File: src/rtl/tproc_buf_pkg.sv
// Shared types and config helpers for the feature-line window buffer.
package tproc_buf_pkg;

    localparam int unsigned CFG_W = 4;

    typedef enum logic [1:0] {
        IDLE = 2'd0,
        FILL = 2'd1,
        WIN  = 2'd2
    } buf_state_e;

    // Kernel size: 0 means 1, anything above the window depth saturates.
    function automatic logic [CFG_W-1:0] clamp_ksize(input logic [CFG_W-1:0] k,
                                                     input logic [CFG_W-1:0] kmax);
        if (k == '0)
            return CFG_W'(1);
        else if (k > kmax)
            return kmax;
        else
            return k;
    endfunction

    // Stride: 0 means 1.
    function automatic logic [CFG_W-1:0] clamp_stride(input logic [CFG_W-1:0] s);
        return (s == '0) ? CFG_W'(1) : s;
    endfunction

endpackage

File: src/rtl/window_col_shift.sv
// KMAX-deep column shift register; slot 0 holds the newest column.
module window_col_shift #(
    parameter int unsigned TN            = 4,
    parameter int unsigned KMAX          = 5,
    parameter int unsigned FEATURE_WIDTH = 16
) (
    input  logic                                  clk,
    input  logic                                  rst,
    input  logic                                  clr,
    input  logic                                  shift_en,
    input  logic [TN*KMAX*FEATURE_WIDTH-1:0]      col_in,
    output logic [TN*KMAX*KMAX*FEATURE_WIDTH-1:0] win_raw
);

    localparam int unsigned COL_W = TN * KMAX * FEATURE_WIDTH;

    logic [COL_W-1:0] slot_q [KMAX];

    // Shift columns toward the old end; clear flushes every slot.
    always_ff @(posedge clk) begin
        if (rst || clr) begin
            for (int j = 0; j < int'(KMAX); j++)
                slot_q[j] <= '0;
        end else if (shift_en) begin
            slot_q[0] <= col_in;
            for (int j = 1; j < int'(KMAX); j++)
                slot_q[j] <= slot_q[j-1];
        end
    end

    // Re-pack slot/lane storage into (channel, column, row) window order.
    for (genvar c = 0; c < int'(TN); c++) begin : g_ch
        for (genvar col = 0; col < int'(KMAX); col++) begin : g_col
            for (genvar r = 0; r < int'(KMAX); r++) begin : g_row
                assign win_raw[((c*KMAX+col)*KMAX+r)*FEATURE_WIDTH +: FEATURE_WIDTH] =
                    slot_q[col][(c*KMAX+r)*FEATURE_WIDTH +: FEATURE_WIDTH];
            end
        end
    end

endmodule

File: src/rtl/window_shift_buf.sv
// Sliding-window buffer: shifts in feature columns, presents K x K windows with stride S.
module window_shift_buf
    import tproc_buf_pkg::*;
#(
    parameter int unsigned TN            = 4,
    parameter int unsigned KMAX          = 5,
    parameter int unsigned FEATURE_WIDTH = 16,
    parameter int unsigned CNT_WIDTH     = 16
) (
    input  logic                                  clk,
    input  logic                                  rst,
    input  logic                                  cfg_load,
    input  logic [3:0]                            cfg_kernel_size,
    input  logic [3:0]                            cfg_stride,
    input  logic                                  in_valid,
    output logic                                  in_ready,
    input  logic [TN*KMAX*FEATURE_WIDTH-1:0]      in_data,
    output logic                                  win_valid,
    input  logic                                  win_ready,
    output logic [TN*KMAX*KMAX*FEATURE_WIDTH-1:0] win_data,
    output logic [CNT_WIDTH-1:0]                  win_cnt
);

    localparam int unsigned WIN_W  = TN * KMAX * KMAX * FEATURE_WIDTH;
    localparam int unsigned FILL_W = CFG_W + 1;

    buf_state_e        state_q, state_d;
    logic [CFG_W-1:0]  k_q, s_q, need_q;
    logic [FILL_W-1:0] fill_q;
    logic              col_acc, win_acc;
    logic [WIN_W-1:0]  win_raw;

    // Next state and handshake decode; cfg_load overrides any handshake.
    always_comb begin
        state_d = state_q;
        col_acc = 1'b0;
        win_acc = 1'b0;
        if (cfg_load) begin
            state_d = FILL;
        end else begin
            case (state_q)
                IDLE: state_d = IDLE;
                FILL: begin
                    if (in_valid) begin
                        col_acc = 1'b1;
                        if (fill_q + FILL_W'(1) == FILL_W'(need_q))
                            state_d = WIN;
                    end
                end
                WIN: begin
                    if (win_ready) begin
                        win_acc = 1'b1;
                        state_d = FILL;
                    end
                end
                default: state_d = IDLE;
            endcase
        end
    end

    // State register with registered handshake flags derived from the next state.
    always_ff @(posedge clk) begin
        if (rst) begin
            state_q   <= IDLE;
            in_ready  <= 1'b0;
            win_valid <= 1'b0;
        end else begin
            state_q   <= state_d;
            in_ready  <= (state_d == FILL);
            win_valid <= (state_d == WIN);
        end
    end

    // Config latch, fill progress and emitted-window counter.
    always_ff @(posedge clk) begin
        if (rst) begin
            k_q     <= CFG_W'(1);
            s_q     <= CFG_W'(1);
            need_q  <= CFG_W'(1);
            fill_q  <= '0;
            win_cnt <= '0;
        end else if (cfg_load) begin
            k_q     <= clamp_ksize(cfg_kernel_size, CFG_W'(KMAX));
            s_q     <= clamp_stride(cfg_stride);
            need_q  <= clamp_ksize(cfg_kernel_size, CFG_W'(KMAX));
            fill_q  <= '0;
            win_cnt <= '0;
        end else if (col_acc) begin
            fill_q  <= fill_q + FILL_W'(1);
        end else if (win_acc) begin
            win_cnt <= win_cnt + CNT_WIDTH'(1);
            need_q  <= s_q;
            fill_q  <= '0;
        end
    end

    window_col_shift #(
        .TN            (TN),
        .KMAX          (KMAX),
        .FEATURE_WIDTH (FEATURE_WIDTH)
    ) u_col_shift (
        .clk      (clk),
        .rst      (rst),
        .clr      (cfg_load),
        .shift_en (col_acc),
        .col_in   (in_data),
        .win_raw  (win_raw)
    );

    // Zero rows and columns beyond the active kernel size on the way out.
    for (genvar c = 0; c < int'(TN); c++) begin : g_ch
        for (genvar col = 0; col < int'(KMAX); col++) begin : g_col
            for (genvar r = 0; r < int'(KMAX); r++) begin : g_row
                localparam int unsigned IDX = ((c*KMAX+col)*KMAX+r)*FEATURE_WIDTH;
                assign win_data[IDX +: FEATURE_WIDTH] =
                    ((CFG_W'(col) < k_q) && (CFG_W'(r) < k_q)) ? win_raw[IDX +: FEATURE_WIDTH]
                                                             : '0;
            end
        end
    end

endmodule

File: config.mk
export PLATFORM = sky130hd
export DESIGN_NAME = window_shift_buf
export DESIGN_NICKNAME = d
export VERILOG_FILES = /design/src/rtl/tproc_buf_pkg.sv /design/src/rtl/window_col_shift.sv /design/src/rtl/window_shift_buf.sv
export SDC_FILE = /design/constraint.sdc
export NUM_CORES = 2
export LEC_CHECK = 0
export ABC_AREA = 0
export CAP_MARGIN = 20
export CORE_AREA = 2 2 766 768
export CTS_BUF_LIST = sky130_fd_sc_hd__clkbuf_4 sky130_fd_sc_hd__clkbuf_8 sky130_fd_sc_hd__clkbuf_16
export DETAILED_ROUTE_END_ITERATION = 6
export DIE_AREA = 0 0 768 770
export PLACE_DENSITY = 0.33
export SYNTH_ARGS = -nofsm -noshare
export SYNTH_HDL_FRONTEND = slang
export SYNTH_SLANG_ARGS = --single-unit
export TNS_END_PERCENT = 30
File: constraint.sdc
create_clock -name clk -period 109.6 [get_ports clk]
set_input_delay 16.44 -clock clk [delete_from_list [all_inputs] [get_ports clk]]
set_output_delay 16.44 -clock clk [all_outputs]
set_load 0.05 [all_outputs]
[After elaboration in Yosys (flattened, before gate mapping)]
Memory sizes are Yosys's and may differ from the RTL's.
Index checks and enable logic that the tools add are counted.
Storage, ports and cells
  bits in registers: 37
  RAM bits: 1600
  bits of input ports: 333
  memories kept: 1
Operators by class
  $add $sub $neg: 2
  order comparisons: 6
  equality and inequality tests: 6
  mux-type cells: 129
  bitwise gates (word level): 6
  reduce and logical (&&, ||, !) cells: 18
Memories
  u_col_shift.slot_q: words 5, bits a word 320, rd ports 5, clocked after Yosys merged registers in 0, write ports 5, line window_col_shift.sv:17  | logic [COL_W-1:0] slot_q [KMAX];
Operator list (number)
  16-bit two-way mux: 100
  320-bit two-way mux: 5
  4-bit two-way mux: 6
  16-bit by 1-bit adder with 16-bit output (second input constant): 1
  1-bit two-way mux: 11
  1-bit logical AND: 10
  5-bit two-way mux: 2
  4-bit logical NOT: 2
  1-bit by 4-bit less-than comparator with 1-bit output (first input constant): 2
  2-bit by 4-bit less-than comparator with 1-bit output (first input constant): 2
  2-bit two-way mux: 4
  5-bit by 1-bit adder with 5-bit output (second input constant): 1
  5-bit by 4-bit == test with 1-bit output: 1
  1-bit OR: 5
  2-bit by 1-bit == test with 1-bit output (second input constant): 2
  2-bit == test (second input constant): 2
  4-bit by 3-bit > comparator with 1-bit output (second input constant): 1
  3-bit by 4-bit less-than comparator with 1-bit output (first input constant): 1
  2-bit one-hot mux with 2 select lines: 1
  2-bit AND reduction: 2
  2-bit nonzero test: 2
  2-bit != test (second input constant): 1
  2-bit OR reduction: 1
  1-bit logical OR: 1
  1-bit NOT: 1

[Longest topological paths before layout]
  depth in word-level cells: 7
  gate-level depth with buffers: 8

[By module]
Synthesis repeated with hierarchy kept, for this count alone.
Second synthesis, totals
  cell total of the unflattened synthesis: 5706
  area, all modules: 83400.0 µm²
By module, submodules not included
  window_col_shift: times used 1, cells an instance 3735, area each 70918.0 µm²
  window_shift_buf: times used 1, cells an instance 1971, area each 12482.0 µm²

[Worst setup path after synthesis]
No wires, ideal clock.
  kind: input-to-reg
  from: input port cfg_load
  to: memory u_col_shift.slot_q[0][0] (netlist name), enable pin
  setup time: 10.954 ns
  data arrival time: 42.602 ns
  path slack: 56.043 ns
  stages: 4
  path through: buf_2 > buf_1 > nor2_1 > nand2_1
RTL lines
  start: declaration: line window_shift_buf.sv:12  | input logic cfg_load,
  end: declaration: line window_col_shift.sv:17

==> metrics <==
run status=finished clean; chip height=770 µm; Worst-path clk slew=0.06 ns; R2R Path End=u_col_shift.slot_q[0][1285]; Post-synth ARST share=0; hold violation count in the final report=0; DRT Pass-1 Iters=5; most common cell in the netlist=and2_1; max_cap viols=0; CP required=110.12 ns; DRC=0; most instantiated cells after synthesis=2243 x and2_1, 1600 x edfxtp_1, 960 x nor2b_1; setup slack, reg-to-reg=102.98 ns; Sw Share=0.278; nature of the critical path startpoint=input port; sequential-to-total area share from yosys stat=0.685; Peak VDD IR=around 13 µV; Post-Syn Instances=5347; r2r startpoint=state_q[0]; port buffer count=1950; worst-skew pair later-pin latency=0.91 ns; crit-path max FO=139; first-pass GRT wire length=535 mm; post-synth top area cell=edfxtp_1; number of global-route vias before repair=50800; global route total overflow=0; via density per instance=3.20; post-synth net total=5684; DP Wirelength=332 mm; final WL=about 420 mm; CTS Buffer Depth=4; Worst Hold Class=flip-flop to flip-flop; hold path startpoint=u_col_shift.slot_q[0][517]; net load switching power=around 0.00047 W; Die W=768 µm; CP Class=input port to flip-flop; GPL Wtd Cong=0.845; CTS root buffer=clkbuf_16; PostCTS Resize Cnt=0; Leak=37.8 nW; Pwr per Cell Area=roughly 16 mW/mm²; CTS tree=yes; commonest register cell after synthesis=edfxtp_1; setup TNS=0 ns; Final Slew Violations=0; final clock skew=approximately 0.064 ns; initial antenna violation count=~160; relative slew slack=0.204; Iteration-0 DRC Markers=3243; Final Setup Violations=0; full die area=0.591 mm²; # hold bufs at CTS=0; top cells by area, synth=edfxtp_1 67%, and2_1 20%, nor2b_1 8.4%; RSZ-0062 raised after global routing=no; Layout area overhead=50.3%; via count=48800; Initial Util=0.122; Comb power frac=0.108; largest net degree at the start of global routing=238; Pint=0.00121 W; Hold Path Stages=1; DRT antenna net count=0; Worst EP arrival=around 23 ns; H-tree levels=4; Ports=1951; Avg WL per Cell=about 27 µm; Fin Hold WS=0.507 ns; number of synthesized register bits=1637; post-CTS setup buffers=0; post-synth cell types=41; syn avg cell area=13.3 µm²; clock period minus worst slack=22.53 ns; gr usage total=0.134; row cnt=281; Num CTS Buffers=219; FMAX=0.0444 GHz; Layout fillers=64000; Clk pwr share=0.445; number of synthesized flops with an enable pin=1600; Slew @ Worst Pin=1.19 ns; CTS sink count=1637; Post-Syn Area=0.0713 mm²; Setup crit end kind=flip-flop; final clock period utilization by the worst path=0.206; Seq pwr share=0.447; Worst Reg-to-Reg Cells=9; YS warnings=0; Hold Path Sink=u_col_shift.slot_q[0][837]; fin nets=7570; CORE AREA=0.584 mm²; share of layout cells above drive strength 1=0.0661; share of the synthesized area in the top cell type=0.674
metrics by stage:
stage	instance area [µm²]	cells	total power [W]	util	setup slack (ns)
final	107000	15200	0.00167	0.184	87.07
after global routing	107000	15200	0.00174	0.183	86.81
after CTS	107000	15200	0.00171	0.183	87.07
after detailed placement	99600	14800	0.000948	0.171	86.22
after global placement	99500	14800	0.000948	0.171	86.38
after floorplan	71300	5347	0.000892	-	56.04
layout make-up:
cell class              instances  area, µm²  share of cell area
flip-flops and latches       1637      48800               0.455
multi-input cells            3346      21000               0.196
repair buffers               2023      20200               0.188
well taps                    7782       9740              0.0909
clock buffers                 285       6070              0.0566
clock inverters               118       1250              0.0117
diodes                         41        103            0.000958
inverters                       6       22.5            0.000210
worst max-delay path by stage:
stage / from / to / slack, ns / depth (start not counted)
3_5_place_dp: cfg_load / u_col_shift.slot_q[0][1288] / 86.22 / 9
5_1_grt: cfg_load / u_col_shift.slot_q[0][1461] / 86.81 / 9
6_report: cfg_load / u_col_shift.slot_q[0][1285] / 87.07 / 9
2_1_floorplan: cfg_load / u_col_shift.slot_q[0][0] / 56.04 / 4
3_3_place_gp: cfg_load / u_col_shift.slot_q[0][1161] / 86.38 / 9
4_1_cts: k_q[0] / win_data[1581] / 87.07 / 9
kinds of logic (layout without fill, tap and decap cells):
family          Yosys count  in the layout  share of synthesized area
mux                       6              6                   0.000843
flops                  1637           1637                      0.685
fa+ha+maj                 4              4                   0.000702
xor+xnor                 22             22                    0.00270
compound gates           28             28                    0.00251
buf+inv                 364           2432                     0.0214
simple gates           3286           3286                      0.287
other cells               0             41                          0
worst max-delay path, stage by stage:
cell             delay, ns
clkdlybuf4s50_1       1.00
nor2_1                0.21
nand2_4               0.41
buf_12                0.42
buf_4                 0.61
buf_4                 0.81
buf_4                 0.88
buf_12                0.52
buf_4                 0.84
sequential cells by signal (all words and copies together) (netlist names):
name / cells
u_col_shift.slot_q: 1600
win_cnt: 16
fill_q: 5
k_q: 4
need_q: 4
s_q: 4
state_q: 2
in_ready: 1
win_valid: 1
metal layers:
layer	track usage	part of all wire	up-vias
li1	-	-	21500
met1	0.170	0.43	24900
met2	0.215	0.45	2012
met3	0.0562	0.10	382
met4	0.0257	0.020	34
met5	0	0.00051	-
power by group through the flow:
stage               clock network (W)  registers (W)  logic (W)
finish                       0.000744       0.000749   0.000181
global route                 0.000795       0.000752   0.000189
CTS                          0.000774       0.000751   0.000185
detailed placement                  0       0.000763   0.000184
global placement                    0       0.000764   0.000184
floorplan                           0       0.000790   0.000102
cells in the final DEF, fill, tap and decap left out, types with 8 or more instances in the layout:
cell type / instances
bufinv_16: 20
clkdlybuf4s50_1: 1910
clkinv_1: 41
nor3_1: 8
edfxtp_1: 1600
o21ai_0: 8
nand3_1: 9
diode_2: 41
nor2_1: 29
clkinv_2: 34
nor2b_1: 960
dfxtp_1: 37
buf_12: 8
and2_1: 2243
clkbuf_16: 222
buf_4: 97
clkbuf_4: 57
xor2_1: 15
No activity file was read; power rests on OpenSTA's default activity.
